File: config.mk
export PLATFORM = sky130hd
export DESIGN_NAME = program_loader
export DESIGN_NICKNAME = d
export VERILOG_FILES = /design/src/rtl/asip_pkg.sv /design/src/rtl/word_assembler.sv /design/src/rtl/program_loader.sv
export SDC_FILE = /design/constraint.sdc
export NUM_CORES = 1
export LEC_CHECK = 0
export BUFFER_PORTS_ARGS = -buffer_cell sky130_fd_sc_hd__clkbuf_2
export CAP_MARGIN = 20
export CORE_MARGIN = 2
export CORE_UTILIZATION = 45
export CTS_BUF_LIST = sky130_fd_sc_hd__clkbuf_8
export CTS_CLUSTER_DIAMETER = 40
export DETAILED_ROUTE_END_ITERATION = 6
export GPL_TIMING_DRIVEN = 0
export PLACE_DENSITY = 0.65
export SLEW_MARGIN = 20
export SYNTH_ARGS = -nofsm -noshare
export SYNTH_HDL_FRONTEND = slang
export SYNTH_SLANG_ARGS = --single-unit
File: constraint.sdc
create_clock -name clk -period 2.2 [get_ports clk]
set_input_delay 0.22 -clock clk [delete_from_list [all_inputs] [get_ports clk]]
set_output_delay 0.22 -clock clk [all_outputs]
set_load 0.1 [all_outputs]
File: src/rtl/asip_pkg.sv
// Shared ISA constants and loader state encoding for the ASIP instruction path.
package asip_pkg;

    localparam int INSTR_W  = 17;
    localparam int TYPE_MSB = 16;
    localparam int TYPE_LSB = 15;

    localparam logic [1:0] TYPE_DATA   = 2'b00;
    localparam logic [1:0] TYPE_MEM    = 2'b01;
    localparam logic [1:0] TYPE_BRANCH = 2'b10;

    typedef enum logic [3:0] {
        IDLE,
        LEN_LO,
        LEN_HI,
        B0,
        B1,
        B2,
        WRITE,
        CHK,
        DONE,
        ERROR
    } loader_state_t;

    function automatic logic type_legal(input logic [1:0] t);
        return (t == TYPE_DATA) || (t == TYPE_MEM) || (t == TYPE_BRANCH);
    endfunction

endpackage

File: src/rtl/word_assembler.sv
// Collects the first two payload bytes of a word; the third byte is combined live
// so the loader can range-check the full word in the same cycle it arrives.
module word_assembler
    import asip_pkg::*;
(
    input  logic               clk,
    input  logic               reset,
    input  logic               shift_en,
    input  logic [7:0]         byte_data,
    output logic [INSTR_W-1:0] word,
    output logic               pad_err
);

    logic [15:0] sr_reg;

    always_ff @(posedge clk or negedge reset) begin
        if (!reset) begin
            sr_reg <= '0;
        end else if (shift_en) begin
            sr_reg <= {byte_data, sr_reg[15:8]};
        end
    end

    // After b0 and b1 the register holds {b1, b0}; only bit 0 of b2 is meaningful.
    assign word    = {byte_data[0], sr_reg};
    assign pad_err = |byte_data[7:1];

endmodule

File: src/rtl/program_loader.sv
// Length-prefixed byte-stream loader for the ASIP IMEM; holds the core in reset until loaded.
// Optional trailing XOR checksum byte enabled by defining LOADER_CHECKSUM_EN.
module program_loader
    import asip_pkg::*;
#(
    parameter int ADDR_W = 8,
    parameter int DEPTH  = 256
) (
    input  logic               clk,
    input  logic               reset,
    input  logic               start,
    input  logic               byte_valid,
    input  logic [7:0]         byte_data,
    output logic               byte_ready,
    output logic               imem_we,
    output logic [ADDR_W-1:0]  imem_addr,
    output logic [INSTR_W-1:0] imem_wdata,
    output logic               cpu_hold,
    output logic               busy,
    output logic               done,
    output logic               err,
    output logic [ADDR_W:0]    instr_count
);

    localparam logic [15:0] DEPTH16 = 16'(DEPTH);

    loader_state_t      state_reg, state_next;
    logic [7:0]         len_lo_reg;
    logic [15:0]        len_reg;
    logic [ADDR_W:0]    count_reg;
    logic               we_reg;
    logic [ADDR_W-1:0]  addr_reg;
    logic [INSTR_W-1:0] wdata_reg;
    logic [INSTR_W-1:0] word;
    logic               pad_err;
    logic               xfer;
    logic               can_start;
    logic               last_word;
    logic [15:0]        len_full;
`ifdef LOADER_CHECKSUM_EN
    logic [7:0]         csum_reg;
`endif

    assign xfer      = byte_valid && byte_ready;
    assign can_start = start && (state_reg == IDLE || state_reg == DONE || state_reg == ERROR);
    assign last_word = (16'(count_reg) + 16'd1) == len_reg;
    assign len_full  = {byte_data, len_lo_reg};

    word_assembler u_asm (
        .clk       (clk),
        .reset     (reset),
        .shift_en  (xfer && (state_reg == B0 || state_reg == B1)),
        .byte_data (byte_data),
        .word      (word),
        .pad_err   (pad_err)
    );

    always_ff @(posedge clk or negedge reset) begin
        if (!reset) begin
            state_reg <= IDLE;
        end else begin
            state_reg <= state_next;
        end
    end

    always_comb begin
        state_next = state_reg;
        byte_ready = 1'b0;
        busy       = 1'b0;
        done       = 1'b0;
        err        = 1'b0;
        cpu_hold   = 1'b1;
        case (state_reg)
            IDLE: begin
                if (start) state_next = LEN_LO;
            end
            LEN_LO: begin
                byte_ready = 1'b1;
                busy       = 1'b1;
                if (xfer) state_next = LEN_HI;
            end
            LEN_HI: begin
                byte_ready = 1'b1;
                busy       = 1'b1;
                if (xfer) begin
                    state_next = (len_full == 16'd0 || len_full > DEPTH16) ? ERROR : B0;
                end
            end
            B0: begin
                byte_ready = 1'b1;
                busy       = 1'b1;
                if (xfer) state_next = B1;
            end
            B1: begin
                byte_ready = 1'b1;
                busy       = 1'b1;
                if (xfer) state_next = B2;
            end
            B2: begin
                byte_ready = 1'b1;
                busy       = 1'b1;
                if (xfer) begin
                    if (pad_err || !type_legal(word[TYPE_MSB:TYPE_LSB])) begin
                        state_next = ERROR;
                    end else begin
                        state_next = WRITE;
                    end
                end
            end
            WRITE: begin
                busy = 1'b1;
`ifdef LOADER_CHECKSUM_EN
                state_next = last_word ? CHK : B0;
`else
                state_next = last_word ? DONE : B0;
`endif
            end
            CHK: begin
                busy = 1'b1;
`ifdef LOADER_CHECKSUM_EN
                byte_ready = 1'b1;
                if (xfer) state_next = (byte_data == csum_reg) ? DONE : ERROR;
`else
                state_next = ERROR;
`endif
            end
            DONE: begin
                done     = 1'b1;
                cpu_hold = 1'b0;
                if (start) state_next = LEN_LO;
            end
            ERROR: begin
                err = 1'b1;
                if (start) state_next = LEN_LO;
            end
            default: state_next = IDLE;
        endcase
    end

    always_ff @(posedge clk or negedge reset) begin
        if (!reset) begin
            len_lo_reg <= '0;
            len_reg    <= '0;
            count_reg  <= '0;
            we_reg     <= 1'b0;
            addr_reg   <= '0;
            wdata_reg  <= '0;
        end else begin
            if (can_start) count_reg <= '0;
            if (xfer && state_reg == LEN_LO) len_lo_reg <= byte_data;
            if (xfer && state_reg == LEN_HI) len_reg <= len_full;
            if (state_reg == WRITE) count_reg <= count_reg + 1'b1;
            // The strobe is registered so it is high exactly during the WRITE cycle.
            we_reg <= (state_reg == B2) && (state_next == WRITE);
            if ((state_reg == B2) && (state_next == WRITE)) begin
                addr_reg  <= count_reg[ADDR_W-1:0];
                wdata_reg <= word;
            end
        end
    end

`ifdef LOADER_CHECKSUM_EN
    always_ff @(posedge clk or negedge reset) begin
        if (!reset) begin
            csum_reg <= '0;
        end else if (can_start) begin
            csum_reg <= '0;
        end else if (xfer && (state_reg == B0 || state_reg == B1 || state_reg == B2)) begin
            csum_reg <= csum_reg ^ byte_data;
        end
    end
`endif

    assign imem_we     = we_reg;
    assign imem_addr   = addr_reg;
    assign imem_wdata  = wdata_reg;
    assign instr_count = count_reg;

endmodule

==> results of run 1 <==
[cells by family after synthesis]
kind of cell,after synthesis
AO/OA/AOI/OAI,41
buffers and inverters,22
adder cells (fa/ha/maj),1
AND/OR/NAND/NOR,120
XOR/XNOR,16
multiplexers,50
flip-flops,79
[how the worst max path moves through the flow]
stage	start	endpoint	slack (ns)
4_1_cts	byte_data[3]	imem_addr[6]	0.01
5_1_grt	instr_count[3]	state_reg[1]	-0.006
3_5_place_dp	byte_data[3]	imem_addr[6]	-0.35
2_1_floorplan	state_reg[2]	byte_ready	-0.24
3_3_place_gp	byte_data[3]	imem_addr[0]	-0.33
6_report	state_reg[1]	done	0.14
[critical path, delay by kind of cell, from the launching register on]
kind	cells	cell delay, ns
and+or+nand+nor	3	0.58
buffers and inverters	3	0.50
DFF	1	0.41
[synth_stat cells, types with 3 or more instances]
master                      n  area (µm²)
sky130_fd_sc_hd__and3_1     4       25.02
sky130_fd_sc_hd__nor3_1     4       20.02
sky130_fd_sc_hd__nand4_1    4       25.02
sky130_fd_sc_hd__nand2b_1   3       18.77
sky130_fd_sc_hd__a21oi_1    6       30.03
sky130_fd_sc_hd__dfrtp_1   79        1977
sky130_fd_sc_hd__xor2_1     8       70.07
sky130_fd_sc_hd__o21ai_0   18       90.09
sky130_fd_sc_hd__nand2_1   65       244.0
sky130_fd_sc_hd__a211oi_1   4       30.03
sky130_fd_sc_hd__nor2_1    19       71.32
sky130_fd_sc_hd__mux2_2    49       551.8
sky130_fd_sc_hd__xnor2_1    8       70.07
sky130_fd_sc_hd__nand3_1    5       25.02
sky130_fd_sc_hd__nor4_1     3       18.77
sky130_fd_sc_hd__clkbuf_1  17       63.81
[final cells by class]
class                   count  share of cell area
well taps                 102             0.02961
clock buffers              10             0.03193
clock inverters             6             0.01422
inverters                   3            0.003483
flip-flops and latches     79              0.4618
repair buffers             57             0.07983
plain buffers              17             0.02032
multi-input cells         228              0.3588
[metal layers]
metal / track usage / part of all wire / vias to the layer above
met5: 0 / 0 / -
met4: 0.07108 / 0.012 / 0
met3: 0.04674 / 0.049 / 8
met2: 0.2734 / 0.46 / 64
met1: 0.2698 / 0.48 / 1308
li1: - / - / 1273
[power groups by stage]
stage	Sequential (mW)	Clock, mW	Combinational (mW)
after CTS	2.15	1.10	1.84
after detailed placement	2.17	0	1.79
after global placement	2.15	0	1.75
after global routing	2.22	1.17	2.03
after floorplan	2.18	0	1.40
final	2.17	1.07	1.85
[what timing repair did]
action,4_1_cts,5_1_grt
buffers inserted,0,5
endpoints found under the hold margin,26,0
pin swaps,0,1
endpoints found under the setup margin,7,45
hold buffers,1,0
resized for setup,6,15
==> flow_results.org, run 1 <==
** Floorplan
- Ports :: 52
- Measured along the x axis, the die boundary spans approximately 94 µm.
- In this run the standard cell core region covers 0.007727 mm².
- Total die area :: roughly 0.0087 mm²
- The initialized floorplan defines 32 standard-cell rows.
- In this run the vertical extent of the chip is approximately 94 µm.
- For this configuration, the core starts out at a cell density of 0.4666.

** Logic synthesis
- Post-synth ARST share :: 1.000
- Area fraction in and, or, nand and nor cells after synthesis :: 0.1551
- Of the synthesized area, sequential elements account for 0.5482.
- Synthesized Nets :: around 340
- Dominant register cell in the synthesized netlist :: sky130_fd_sc_hd__dfrtp_1
- Dividing the synthesized area by the synthesized cell count gives around 11 µm².
- After synthesis, the share of cell area in mux cells is 0.1558.
- Of the total synthesized cell area, the portion taken by XOR and XNOR cells is 0.03886.
- Share of the synthesized area in compound gates (AO/OA/AOI/OAI) :: 0.07148
- Yosys mapped a number of flops with a built-in enable equal to 0.
- Synthesized area :: between 0.003 and 0.004 mm²
- Largest family of logic cells by synthesized area :: multiplexers
- The netlist uses between 40 and 50 different library cells.
- Of the total synthesized cell area, the portion taken by full adders, half adders and majority gates is 0.003470.
- Synth Instances :: approximately 330
- Synthesis inferred 79 register bits.
- Synth Warn # :: 0

** STA
- Maximum clock rate :: slightly below 0.5 GHz
- Summed over all failing endpoints, the final setup total negative slack is 0 ns.
- Setup repair after global routing could not meet its margin everywhere.
- Final worst path period need :: 2.059 ns
- Number of hold violations in the final report :: 0
- In this run the tightest slew margin relative to its limit is 0.5772.
- Worst Clk Skew :: between 0.01 and 0.015 ns
- Across all hold checks on the routed design, the worst slack comes to 0.1234 ns.
- Across all setup checks in the final design, the least slack found is 0.1408 ns.
- Setup-failing EPs final :: 0
- Count of pins over their slew limit :: 0
- Final critical-path share of the clock period :: 0.9360
- Worst-margin pin slew :: roughly 0.63 ns

** Cells and area
- 0 antenna diodes ended up in the layout.
- Seq. cell area :: between 0.0015 and 0.002 mm²
- Commonest cells after routing, fill and taps aside :: sky130_fd_sc_hd__dfrtp_1 (72), sky130_fd_sc_hd__nand2_1 (65), sky130_fd_sc_hd__clkbuf_2 (52), sky130_fd_sc_hd__mux2_2 (49)
- The finished cells cover around 0.0043 mm².
- Most common cell after layout, fill and taps aside :: sky130_fd_sc_hd__dfrtp_1
- Fill cell instance count of the final layout :: around 670
- Area growth, synth to finish :: 19.53%
- Layout Cells excl Fill :: about 500
- The net count of the finished layout is between 400 and 500.
- The register with the most flip-flops in the layout has 17 of them.
- Once layout is complete, the utilization of the core stands at 0.5578.
- Summing all multi-input logic gate instances after layout gives between 0.0015 and 0.002 mm².
- Fraction of layout cells with a size suffix above 1 :: 0.3675

** Worst setup path
- On the critical path, the stage with the largest delay is an instance of sky130_fd_sc_hd__dfrtp_1.
- In this design, the stage delay of the slowest critical-path cell is about 0.4 ns.
- Worst Path Arrival :: around 1.8 ns
- Depth of the most critical reg-to-reg path :: 7
- Endpoint required time on the critical path :: between 1.5 and 2 ns
- The worst setup path is captured at an output port.
- Kind of critical path :: reg2out
- CP Cell Sequence :: clkbuf_2 > nor2_2 > nand2_1 > or2_2 > clkinvlp_4 > clkbuf_8
- Slack of the worst reg-to-reg path :: roughly 0.24 ns
- Worst Path Max Fanout :: 10
- Reg-to-reg startpoint :: instr_count[1]
- Capture instance of the worst register-to-register path :: state_reg[1]
- The worst setup path is launched from a flip-flop.

** Routing
- Length of the first detailed-routing pass in iterations :: 4
- Post-Route WL :: roughly 7600 µm
- Via count :: 2,653
- In the routed layout, each cell is associated on average with a via count of between 5 and 6.
- In the routed design, unresolved DRC markers number 0.
- The detail route stage leaves a number of antenna-violating nets equal to 0.
- In this run, the number of DRC markers left after iteration 0 of detailed routing was 130.
- Post-detailed-route wirelength per cell :: between 15 and 20 µm

** Pwr
- Clock network power share :: 0.211
- Summed over all cells, the static leakage comes to 2.089 nW.
- Cell internal power dissipation :: between 3 and 4 mW
- Dividing total power by cell area gives a power density of between 1000 and 1500 mW/mm².
- Power spent charging and discharging nets :: roughly 2.0 mW
- Worst IR drop on VDD :: 0.5562 mV
- Of the total power, registers draw 0.425.
- Comb pwr share :: 0.364
- Switching part of the total :: 0.3923
- Final total power :: approximately 5.1 mW

** GRT
- For this run the aggregate overflow at the end of global routing stands at 0.
- The number of antenna violations at the first check in global routing was 0.
- Global-route wire length before repair :: 12,590 µm
- Pin count of the biggest net entering global routing :: between 50 and 60
- For this run, the total global-route usage over all layers was measured as 0.1874.
- Vias in the first global route :: around 2,500

** Hold path
- Worst min-delay path category :: in2reg
- For hold timing, the worst endpoint is len_reg[11].
- Counting instances, the worst hold path has a depth of 3.
- In this run the most critical hold path is launched from byte_data[3].

** Clock network
- Num CTS Buffers :: 9
- Clock transition at the registers of the reported paths :: 0.08 ns
- Cell chosen for the clock root :: sky130_fd_sc_hd__clkbuf_8
- Skew-Pair Late Insertion Delay :: ~0.34 ns
- TritonCTS clock tree :: yes
- Clock sink count :: 79
- # H-tree levels :: 3
- The clock passes through at most 2 buffers.

** Place
- Dpl hpwl :: approximately 5400 µm
- Placed cells :: a little under 500
- Total cell area at the placement stage :: ~0.004 mm²
- Count of buffers inserted at the top-level ports :: 50
- Routability-driven placement finished with a final weighted congestion of 0.8249.
- Worst slack at placement :: -0.3535 ns

** Job
- Number of maximum-capacitance constraint violations :: 0

** Outcome
- Outcome :: finished, final reports clean
No activity file was read; power rests on OpenSTA's default activity.
==> run 2: changes to the inputs <==
--- a/config.mk
+++ b/config.mk
@@ -12,7 +12,6 @@
 export CTS_BUF_LIST = sky130_fd_sc_hd__clkbuf_8
 export CTS_CLUSTER_DIAMETER = 40
 export DETAILED_ROUTE_END_ITERATION = 6
-export GPL_TIMING_DRIVEN = 0
 export PLACE_DENSITY = 0.65
 export SLEW_MARGIN = 20
 export SYNTH_ARGS = -nofsm -noshare
==> run 2 against run 1 <==
Net effect:
- clock power grew 13%
- critical path depth shrank 3
- worst setup slack gained 0.045 ns
==> flow_results.org, run 2 (synthesis results as in run 1) <==
** Pwr
- Of the total power, the share spent switching nets is 0.3863.
- Clock network power share :: 0.234
- Summed over all cells, the static leakage comes to 2.096 nW.
- Share of total power in sequential cells :: 0.430
- Cell internal power was estimated by the tool at approximately 3.2 mW.
- The share of total power dissipated in combinational logic is 0.336.
- Power spent charging and discharging nets :: ~2.0 mW
- IR analysis of the VDD net gives a maximum drop of ~0.76 mV.
- Power density over cell area :: roughly 1200 mW/mm²

** Cells and area
- Number of antenna diodes :: 0
- Most common cell after layout, fill and taps aside :: sky130_fd_sc_hd__dfrtp_1
- Fraction of layout cells with a size suffix above 1 :: 0.3766
- Fill cells in the final layout number 692.
- Finished Cell Area :: roughly 0.0043 mm²
- Commonest cells after routing, fill and taps aside :: sky130_fd_sc_hd__dfrtp_1 (71), sky130_fd_sc_hd__nand2_1 (65), sky130_fd_sc_hd__mux2_2 (49), sky130_fd_sc_hd__clkbuf_2 (48), sky130_fd_sc_hd__nor2_1 (19)
- Once layout is complete, the cells apart from fillers number 495.
- Compared with the post-synthesis result, the final layout area differs by 19.47%.
- Final net count :: 401
- Number of flip-flops in the largest register :: 17

** STA
- In this run the tightest slew margin relative to its limit is 0.6371.
- Final worst path period need :: 2.014 ns
- Worst-margin pin slew :: 0.5466 ns
- On the final layout, the worst clock skew is ~0.011 ns.
- Setup-failing EPs final :: 0
- Setup slack on the critical path of the routed design comes to around 0.19 ns.
- Setup repair after global routing left no endpoint under its margin.
- The final-report max-slew violation count came to 0.
- In the finished design, the share of the clock period the worst path needs comes to 0.9156.
- The hold violation count in the final report is 0.
- Maximum clock rate :: 0.4964 GHz

** GRT
- The number of antenna violations at the first check in global routing was 0.
- Entering global routing, the biggest net connects 45 pins.
- Vias in the first global route :: between 2,000 and 3,000
- The first global-routing pass estimated about 12,000 µm of wire.
- Global routing finished with a remaining overflow of 0.
- Gr usage total :: 0.1819

** Worst setup path
- The critical path is of the reg2out type.
- Nature of the critical path endpoint :: output port
- At the worst endpoint, the arrival time is around 1.8 ns.
- In this run the worst path has a maximum fanout of 15.
- CP Cell Sequence :: nor3_1 > a211oi_2 > clkbuf_2
- In this run the worst setup path begins at state_reg[0].
- Setup slack on the worst reg-to-reg path comes out at roughly 0.23 ns.
- The worst setup path is launched from a flip-flop.
- Counting cells, the worst reg-to-reg path comes to 8.
- Worst path max stage delay :: approximately 0.61 ns
- The worst register-to-register path ends at state_reg[1].
- In this run the critical register-to-register path is launched from instr_count[0].
- Endpoint required time on the critical path :: ~2.0 ns
- Among all stages on the critical path, the largest delay is contributed by sky130_fd_sc_hd__dfrtp_1.

** Place
- Detailed placement ended at an HPWL of about 5300 µm.
- Count of buffers inserted at the top-level ports :: 51
- After detailed placement, the design holds a cell count of around 480.
- After detailed placement, the total cell area comes to approximately 0.0041 mm².
- Prior to clock tree synthesis, the placed netlist has a worst setup slack of around 0.038 ns.
- At the end of routability-driven placement, the weighted congestion stood at 0.8098.

** Floorplan
- Starting utilization of the core area :: 0.4666
- Number of rows in the core area :: 32
- In this run the standard cell core region covers a little under 0.008 mm².
- The die is between 90 and 100 µm wide.
- Ports :: between 50 and 60
- Measured along the y axis, the die boundary spans between 90 and 100 µm.
- The die covers between 0.008 and 0.009 mm².

** Clock network
- In this run the number of H-tree levels came out at 3.
- The tree is rooted in a sky130_fd_sc_hd__clkbuf_8.
- Maximum count of clock buffers along a single path :: 2
- Clock sink count :: 79
- Clock transition at the registers of the reported paths :: ~0.090 ns
- TritonCTS built the clock tree.
- After clock tree synthesis, the setup repair step added 0 buffers.
- Skew-Pair Late Insertion Delay :: between 0.3 and 0.4 ns
- Buffers inserted during clock tree synthesis total 9.

** Routing
- Length of the first detailed-routing pass in iterations :: 4
- Remaining antenna violation count :: 0
- Via count :: 2,629
- Wires add up to 7380 µm.
- DRT iter0 DRCs :: ~140
- Dividing the detail-routed wire length by the instance count gives between 10 and 15 µm.
- Detail-routed via count per cell :: approximately 5.3
- In the routed design, unresolved DRC markers number 0.

** Hold path
- Worst min-delay path category :: in2reg
- The path with the worst hold slack has its endpoint at len_reg[9].
- Hold Path Stages :: 3
- The startpoint identified for the worst hold timing path is byte_data[1].

** Job
- Across the run, the number of max-cap violations was 0.

** Outcome
- Outcome :: finished, final reports clean
[run 2: cell count changes in the layout (fill, tap and decap cells not counted), sizes merged]
| cell | before | now |
|---|---|---|
| clkinvlp | 4 | 2 |
| clkbuf | 75 | 57 |
| inv | 2 | 4 |
| buf | 8 | 18 |
| bufinv | 1 | 2 |
[run 2: worst max path at each step]
stage / end
floorplan: byte_ready
global placement: imem_wdata[14]
detailed placement: imem_wdata[11]
CTS: cpu_hold
global route: state_reg[1]
finish: byte_ready
[run 2: worst max-delay path: cells and delay by family, from the launching register on]
kind | cells | cell delay [ns]
buffers and inverters | 1 | 0.48
and+or+nand+nor | 1 | 0.13
DFF | 1 | 0.61
AOI/OAI and AO/OA | 1 | 0.21
[run 2: repair_timing]
| item | 4_1_cts | 5_1_grt |
|---|---|---|
| hold endpoints to repair | 35 | 0 |
| gates resized for setup | 0 | 3 |
| hold buffers | 1 | 0 |
| endpoints found under the setup margin | 0 | 3 |
[run 2: stage by stage]
stage	hold WS, ns	TNS, ns	util	power [mW]
after floorplan	-0.07559	-0.4532	-	3.574
after global placement	0.2087	0	0.5264	3.950
after detailed placement	0.2077	0	0.5264	3.998
after CTS	0.1155	0	0.5570	5.216
after global routing	0.1400	0	0.5575	5.504
final	0.1232	0	0.5575	5.184
[run 2: layout make-up]
type                            count  area, µm²  share of cell area
Sequential cell                    79       1992              0.4624
Multi-Input combinational cell    228       1539              0.3572
Timing Repair Buffer               67      407.9             0.09468
Tap cell                          102      127.6             0.02963
Clock buffer                        9      123.9             0.02875
Clock inverter                      7      102.6             0.02382
Inverter                            3      15.01            0.003485
[run 2: routing by layer]
layer,up-vias,GRT usage,wire length (µm)
li1,1255,-,-
met1,1307,0.2607,3547
met2,57,0.2746,3362
met3,10,0.03948,368
met4,0,0.06250,101
met5,-,0,0
[run 2: power groups by stage]
stage | clock (mW) | combinational (mW) | sequential (mW)
2_1_floorplan | 0 | 1.40 | 2.18
3_3_place_gp | 0 | 1.70 | 2.25
3_5_place_dp | 0 | 1.74 | 2.26
4_1_cts | 1.24 | 1.75 | 2.22
5_1_grt | 1.30 | 1.91 | 2.29
6_report | 1.21 | 1.74 | 2.23
